`src/rtl/pe_pkg.sv`:
```
// Shared constants and state encoding for the PE output drain.
package pe_pkg;
  localparam int DATA_WIDTH = 8;
  localparam int ACC_WIDTH  = 2 * DATA_WIDTH;

  typedef enum logic {IDLE, DRAIN} drain_state_t;
endpackage

```
`src/rtl/pe_drain_xy_cnt.sv`:
```
// Row-major (row, col) walker over an X_DIM x Y_DIM matrix; col is the fast index.
module pe_drain_xy_cnt #(
  parameter int X_DIM = 5,
  parameter int Y_DIM = 5
) (
  input  logic                     clk,
  input  logic                     rst,
  input  logic                     clr,
  input  logic                     adv,
  output logic [$clog2(X_DIM)-1:0] row,
  output logic [$clog2(Y_DIM)-1:0] col,
  output logic                     last
);
  localparam int RW = $clog2(X_DIM);
  localparam int CW = $clog2(Y_DIM);

  logic row_last, col_last;

  assign row_last = (row == RW'(X_DIM - 1));
  assign col_last = (col == CW'(Y_DIM - 1));
  assign last     = row_last && col_last;

  // Clear wins over advance so a fresh capture always restarts at (0,0).
  always_ff @(posedge clk) begin
    if (!rst || clr) begin
      row <= '0;
      col <= '0;
    end else if (adv) begin
      if (col_last) begin
        col <= '0;
        row <= row_last ? '0 : row + 1'b1;
      end else begin
        col <= col + 1'b1;
      end
    end
  end
endmodule

```
`src/rtl/pe_out_drain.sv`:
```
// Snapshots the PE partial-sum matrix and streams it out row-major over valid/ready.
// Optional feature macro: PE_DRAIN_RELU_EN clamps negative elements to zero on output.
module pe_out_drain
  import pe_pkg::*;
#(
  parameter int X_DIM      = 5,
  parameter int Y_DIM      = 5,
  parameter int DATA_WIDTH = pe_pkg::DATA_WIDTH
) (
  input  logic                                        clk,
  input  logic                                        rst,
  input  logic                                        capture,
  input  logic [X_DIM-1:0][Y_DIM-1:0][2*DATA_WIDTH-1:0] pe_in,
  output logic                                        busy,
  output logic                                        overrun,
  output logic                                        drain_done,
  output logic                                        out_valid,
  input  logic                                        out_ready,
  output logic [2*DATA_WIDTH-1:0]                     out_data,
  output logic [$clog2(X_DIM)-1:0]                    out_row,
  output logic [$clog2(Y_DIM)-1:0]                    out_col
);
  localparam int ACC_W = 2 * DATA_WIDTH;

  drain_state_t state, state_nxt;
  logic [X_DIM-1:0][Y_DIM-1:0][ACC_W-1:0] shadow;
  logic [ACC_W-1:0] elem;
  logic load, fin, hs, last, overrun_nxt;

  assign out_valid = (state == DRAIN);
  assign busy      = (state == DRAIN);
  assign hs        = out_valid && out_ready;

  pe_drain_xy_cnt #(.X_DIM(X_DIM), .Y_DIM(Y_DIM)) u_cnt (
    .clk (clk),
    .rst (rst),
    .clr (load),
    .adv (hs),
    .row (out_row),
    .col (out_col),
    .last(last)
  );

  // Next state; a capture on the final handshake reloads and keeps draining.
  always_comb begin
    state_nxt   = state;
    load        = 1'b0;
    fin         = 1'b0;
    overrun_nxt = 1'b0;
    case (state)
      IDLE: begin
        if (capture) begin
          load      = 1'b1;
          state_nxt = DRAIN;
        end
      end
      DRAIN: begin
        if (hs && last) begin
          fin = 1'b1;
          if (capture) load = 1'b1;
          else         state_nxt = IDLE;
        end
        overrun_nxt = capture && !fin;
      end
      default: state_nxt = IDLE;
    endcase
  end

  // State register.
  always_ff @(posedge clk) begin
    if (!rst) state <= IDLE;
    else      state <= state_nxt;
  end

  // Shadow bank: deliberately not reset, only meaningful while draining.
  always_ff @(posedge clk) begin
    if (load) shadow <= pe_in;
  end

  // One-cycle status pulses, registered after the triggering edge.
  always_ff @(posedge clk) begin
    if (!rst) begin
      drain_done <= 1'b0;
      overrun    <= 1'b0;
    end else begin
      drain_done <= fin;
      overrun    <= overrun_nxt;
    end
  end

  assign elem = shadow[out_row][out_col];

  // Output mux; forced to zero when nothing is being presented.
  always_comb begin
    out_data = '0;
    if (out_valid) begin
`ifdef PE_DRAIN_RELU_EN
      out_data = elem[ACC_W-1] ? '0 : elem;
`else
      out_data = elem;
`endif
    end
  end
endmodule

```
`config.mk`:
```
export PLATFORM = sky130hd
export DESIGN_NAME = pe_out_drain
export DESIGN_NICKNAME = d
export VERILOG_FILES = /design/src/rtl/pe_pkg.sv /design/src/rtl/pe_drain_xy_cnt.sv /design/src/rtl/pe_out_drain.sv
export SDC_FILE = /design/constraint.sdc
export NUM_CORES = 1
export LEC_CHECK = 0
export BUFFER_PORTS_ARGS = -buffer_cell sky130_fd_sc_hd__buf_2
export CAP_MARGIN = 0
export CELL_PAD_IN_SITES_DETAIL_PLACEMENT = 1
export CELL_PAD_IN_SITES_GLOBAL_PLACEMENT = 1
export CORE_MARGIN = 3
export CORE_UTILIZATION = 25
export CTS_BUF_LIST = sky130_fd_sc_hd__clkbuf_4
export DETAILED_ROUTE_END_ITERATION = 16
export PLACE_DENSITY = 0.56
export SYNTH_ARGS = -nofsm -noshare
export SYNTH_HDL_FRONTEND = slang
export SYNTH_SLANG_ARGS = --single-unit
```
`constraint.sdc`:
```
create_clock -name clk -period 10.9 [get_ports clk]
set_input_delay 1.09 -clock clk [delete_from_list [all_inputs] [get_ports clk]]
set_output_delay 1.09 -clock clk [all_outputs]
set_load 0.05 [all_outputs]
```
### After elaboration in Yosys (flattened, before gate mapping)

Index checks and enable logic that the tools add are counted.
Widths: inputs -> output; s select.

| word-level totals | value |
|---|---|
| bits in registers | 409 |
| output and inout bits | 26 |
| word-level logic and storage cells | 60 |

| operators by class | value |
|---|---|
| add/subtract/negate cells | 2 |
| order comparisons | 2 |
| equal/unequal tests | 2 |
| multiplexer cells | 14 |
| bitwise logic cells | 1 |
| reductions and logical operators | 9 |

Operators with widths:

| operator | count |
|---|---|
| $bmux 80 s3 | 1 |
| $mux 80 | 1 |
| $bmux 16 s3 | 1 |
| $mux 16 | 2 |
| $lt 3x4->1 const B | 2 |
| $add 3x1->3 const B | 2 |
| $eq 3x3->1 const B | 2 |
| $mux 3 | 2 |
| $mux 1 | 5 |
| $logic_and 1x1->1 | 4 |
| $pmux 1 s2 | 2 |
| $reduce_and 2->1 | 2 |
| $logic_not 1->1 | 2 |
| $logic_or 1x1->1 | 1 |
| $not 1->1 | 1 |

### Logic depth before layout (Yosys ltp)

| logic depth | value |
|---|---|
| word-level depth | 7 |
| mapped depth | 11 |
| gate-level depth less buffers | 7 |

### Hierarchy

Synthesis repeated with hierarchy kept, for this count alone.

| second synthesis, totals | value |
|---|---|
| cells, all modules | 905 |
| area total of the unflattened synthesis | 16012.9 um^2 |

Modules (own cells, without submodules):

| module | instances | cells an instance | area an instance (um^2) |
|---|---|---|---|
| pe_out_drain | 1 | 868 | 15690.0 |
| pe_drain_xy_cnt | 1 | 37 | 322.8 |

### Least setup slack after synthesis

Ideal clock, no wire load.

| timing | value |
|---|---|
| path kind | reg2reg |
| start point | reg u_cnt.col[1] |
| end point | reg u_cnt.col[0] |
| library setup time | 125 ps |
| arrival | 11873 ps |
| path slack | -1098 ps |
| cell stages (with the launch flop) | 10 |
| path buffers | 2 |
| cells stage by stage | dfxtp_1 -> inv_1 -> clkbuf_1 -> clkbuf_1 -> ha_1 -> nand4_1 -> o21ai_1 -> and2_1 -> nand2b_1 -> nor2_1 |

| on the way | value |
|---|---|
| longest elaborated chain between the ends | 6 |
| elaborated cells on any way between the ends | 7 |
| classes of those cells | 1 x eq/ne; 3 x mux; 3 x reduce/logical |

Ends and longest elaborated chain:

| item | line | source |
|---|---|---|
| from (decl) | pe_drain_xy_cnt.sv:11 | `output logic [$clog2(Y_DIM)-1:0] col,` |
| from (signal assigned) | pe_drain_xy_cnt.sv:33 | `col <= col + 1'b1;` |
| $eq 3x3->1 | pe_drain_xy_cnt.sv:20 | `assign col_last = (col == CW'(Y_DIM - 1));` |
| $logic_and 1x1->1 | pe_drain_xy_cnt.sv:21 | `assign last = row_last && col_last;` |
| $logic_and 1x1->1 | pe_out_drain.sv:58 | `if (hs && last) begin` |
| $mux 1 | pe_out_drain.sv:58 |  |
| $pmux 1 s2 | pe_out_drain.sv:50 | `case (state)` |
| via load | pe_out_drain.sv:28 | `logic load, fin, hs, last, overrun_nxt;` |
| $logic_or 1x1->1 | pe_drain_xy_cnt.sv:25 | `if (!rst \|\| clr) begin` |

The timed path passes the listed nets, and every way through them passes these cells.
A chain may end at the register's enable or synchronous reset.

### Final worst setup path

| timing | value |
|---|---|
| start point | reg u_cnt.row[0] |
| end point | out out_data[6] |

| on the way | value |
|---|---|
| longest elaborated chain between the ends | 5 |

Ends and longest elaborated chain:

| item | line | source |
|---|---|---|
| from (decl) | pe_drain_xy_cnt.sv:10 | `output logic [$clog2(X_DIM)-1:0] row,` |
| from (signal assigned) | pe_drain_xy_cnt.sv:31 | `row <= row_last ? '0 : row + 1'b1;` |
| $bmux 80 s3 | pe_out_drain.sv:91 | `assign elem = shadow[out_row][out_col];` |
| $mux 80 (implied by the code) | pe_out_drain.sv:91 |  |
| $bmux 16 s3 | pe_out_drain.sv:91 |  |
| $mux 16 (implied by the code) | pe_out_drain.sv:91 |  |
| $mux 16 | pe_out_drain.sv:96 | `if (out_valid) begin` |
| to (decl) | pe_out_drain.sv:19 | `output logic [2*DATA_WIDTH-1:0] out_data,` |

No other way between the ends. The select of a mux whose other input is x is not followed.

==> results.md <==
- Status: completed
- Clock skew: 56.0 ps
- Effective utilization at floorplan: 25.4%
- Clock tree from TritonCTS: yes
- Post-synthesis average cell area: 18.0 um^2
- Static power due to leakage: about 0.0078 uW
- Quantity of I/O buffers inserted on ports: 429
- Synth Flop Type: edfxtp_1
- Most frequent cells in the layout: 429 x buf_2, 400 x edfxtp_1, 179 x clkbuf_4, 59 x nand2_1, 49 x mux2i_1
- I/O pins: 430
- Area growth from synthesis to final layout: 27.7%
- DR WL/cell: 22.0 um
- Fill cell count: 6958
- Routability cong.: 0.760
- Start of the worst register-to-register path: u_cnt.col[1]
- FF+latch count, synth: between 400 and 500
- Required time at the endpoint of the critical path: 9810 ps
- 1st-iter DRT viols: about 580
- Total setup buffers inserted after CTS: 0
- Total power consumption of the routed design: 3570 uW
- Remaining global-route overflow: 0
- Dominant combinational cell family by area after synthesis: multiplexers
- Die Area: 69000 um^2
- Maximum VDD drop: 0.0000844 V
- Area share of xor/xnor cells in the synthesized design: 0%
- Initial antenna violation count: 25
- Via count of the first global-routing pass: 11500
- Power per Cell Area: 170 nW/um^2
- Number of buffers inserted during clock tree synthesis: 115
- Critical path endpoint category: output pin
- Count of final hold-check violations: 0
- Data arrival time of the worst path: approximately 4500 ps
- Number of nets produced by synthesis: 1322
- Core utilization of the finished layout: 32.4%
- Hold-fix buffers, CTS: 0
- Largest fanout of any net on the critical path: 54
- Post-DP HPWL: 36600 um
- Die boundary width: about 260 um
- Detailed-route DRC error count: 0
- Number of nets at the end of the flow: 1825
- Actual slew at the worst max-slew pin: 1130 ps
- Total negative setup slack: 0 ps
- Drt via density: about 4.3
- Compound-gate portion of the synthesized area: 6.20%
- Number of distinct standard cells referenced by the synthesized netlist: 51
- Maximum clock frequency: between 0.15 and 0.2 GHz
- Ratio of cells with drive above 1 in the final layout: 47.9%
- Pin count of the biggest net entering global routing: 176
- Mux contribution to synthesized area: 12.9%
- Slew headroom: between 20% and 30%
- Clk_lat worst skew: 840 ps
- Most common cell after layout, fill and taps aside: buf_2
- Sequential element share of the synthesized area: 74.0%
- Fraction of registers with async set or reset after synthesis: 0%
- Unrepaired setup endpoints after global routing: no
- Buffer levels on the longest clock path: 3
- Setup-violating endpoint count in the final report: 0
- Row Count: 93
- Post-cts repair resize count: 0
- Synthesized area: 16500 um^2
- Crit. Startpoint: u_cnt.row[0]
- Placeable Area: 64800 um^2
- H-tree lvl count: 3
- Clock Root Buffer: clkbuf_4
- Crit path time final: 5580 ps
- Worst min-delay path class: primary input to register
- Total length of routed wires: 52400 um
- Via count: 10300
- Global-route usage over all layers: 14.7%
- Count of warnings emitted by yosys: 0
- Startpoint of the lowest-slack hold path: pe_in[108]
- Global-route wire length before repair: 74600 um
- Floorplan die height: 263 um
- Detailed-router iteration count before antenna repair: 5
- Sort of element at the start of the critical path: register
- Count of final max-slew check failures: 0
- Final cycle utilization of the critical path: 51.2%
- Category of the critical setup timing path: register to output pin
- Number of antenna-violating nets in the routed design: 0
- Clock transition at the registers of the reported paths: 70 ps
- EDFF count, synth: 400
- Minimum setup slack after placement: between 6000 and 7000 ps
- Adder-Cell Fraction of Synth Area: 0.304%
- Max-capacitance violation count: 0
- Clk sink count: slightly above 400
- Slack of the critical path: 5320 ps
- Synthesized-area fraction occupied by and/or/nand/nor cells: 3.97%
- Post-synthesis cell count: 914
==> per-layer routing <==
layer  track usage, %  vias up  share of wire (%)
met2             24.4      344                 50
met4             5.51       14                1.9
met5                0        -               0.13
met1             17.9     5150                 42
li1                 -     4756                  -
met3             4.73       85                6.0
==> stage by stage <==
step / cells / instance area, um^2 / hold WS, ps
6_report: 2384 / 21000 / 402
5_1_grt: 2381 / 21000 / 244
4_1_cts: 2365 / 21000 / 261
3_5_place_dp: 2155 / 19400 / 680
3_3_place_gp: 2155 / 19400 / 668
2_1_floorplan: 914 / 16500 / 779
==> cell usage after synthesis (all sizes together), types with 3 or more instances <==
cell / n / area [um^2]
o31a: 7 / 61.3
dfxtp: 9 / 180
nor3: 3 / 15.0
edfxtp: 400 / 12000
o31ai: 8 / 60.1
o21bai: 7 / 52.6
mux4: 46 / 1040
o21ai: 36 / 180
nand2b: 5 / 31.3
and3: 4 / 25.0
a211oi: 8 / 60.1
o22ai: 24 / 150
mux2: 52 / 597
nand3: 10 / 50.1
mux2i: 49 / 490
a21oi: 12 / 60.1
nor2b: 8 / 50.1
nand2: 59 / 221
inv: 7 / 26.3
clkbuf: 17 / 65.1
buf: 39 / 334
a21boi: 8 / 60.1
o211ai: 10 / 75.1
nor2: 44 / 165
a211o: 7 / 61.3
a2111oi: 15 / 169
ha: 4 / 50.1
==> power breakdown <==
group | total (uW) | switching, uW | leakage (uW) | internal, uW
Clock | 1480 | 665 | 0.000922 | 815
Combinational | 234 | 132 | 0.00296 | 102
Sequential | 1850 | 22.6 | 0.00389 | 1830
Total | 3570 | 820 | 0.00777 | 2750
==> final timing paths <==
check / to / slack (ps) / depth (start not counted)
worst max-delay path: out_data[6] / 5320 / 5
worst min-delay path: shadow[108] / 400 / 1
worst max register to register: shadow[221] / 6420 / 7
worst min register to register: u_cnt.col[2] / 690 / 2
==> worst max-delay path, cell delays in order, from the launching register on <==
cell and delay [ps]:
dfxtp_4 980, buf_4 780, mux4_2 590, o31ai_1 580, nand3_1 240, buf_2 270
==> final cells by class <==
type,instances,area [um^2],share of cell area [%]
clock buffers,179,1340,6.39
inverters,7,26.3,0.125
repair buffers,442,2260,10.7
flip-flops and latches,409,12200,58.1
clock inverters,31,218,1.04
multi-input cells,442,3860,18.3
well taps,855,1070,5.09
diodes,19,47.5,0.226
==> state kept, by name (all words and copies together) (netlist names) <==
signal      flops
u_cnt.row       3
busy            1
shadow        400
drain_done      1
overrun         1
u_cnt.col       3
==> logic make-up after synthesis <==
logic type      Yosys count
compound gates          145
buf+inv                  63
fa+ha+maj                 4
flops                   409
mux                     147
simple gates            146
No activity file was read; power rests on OpenSTA's default activity.
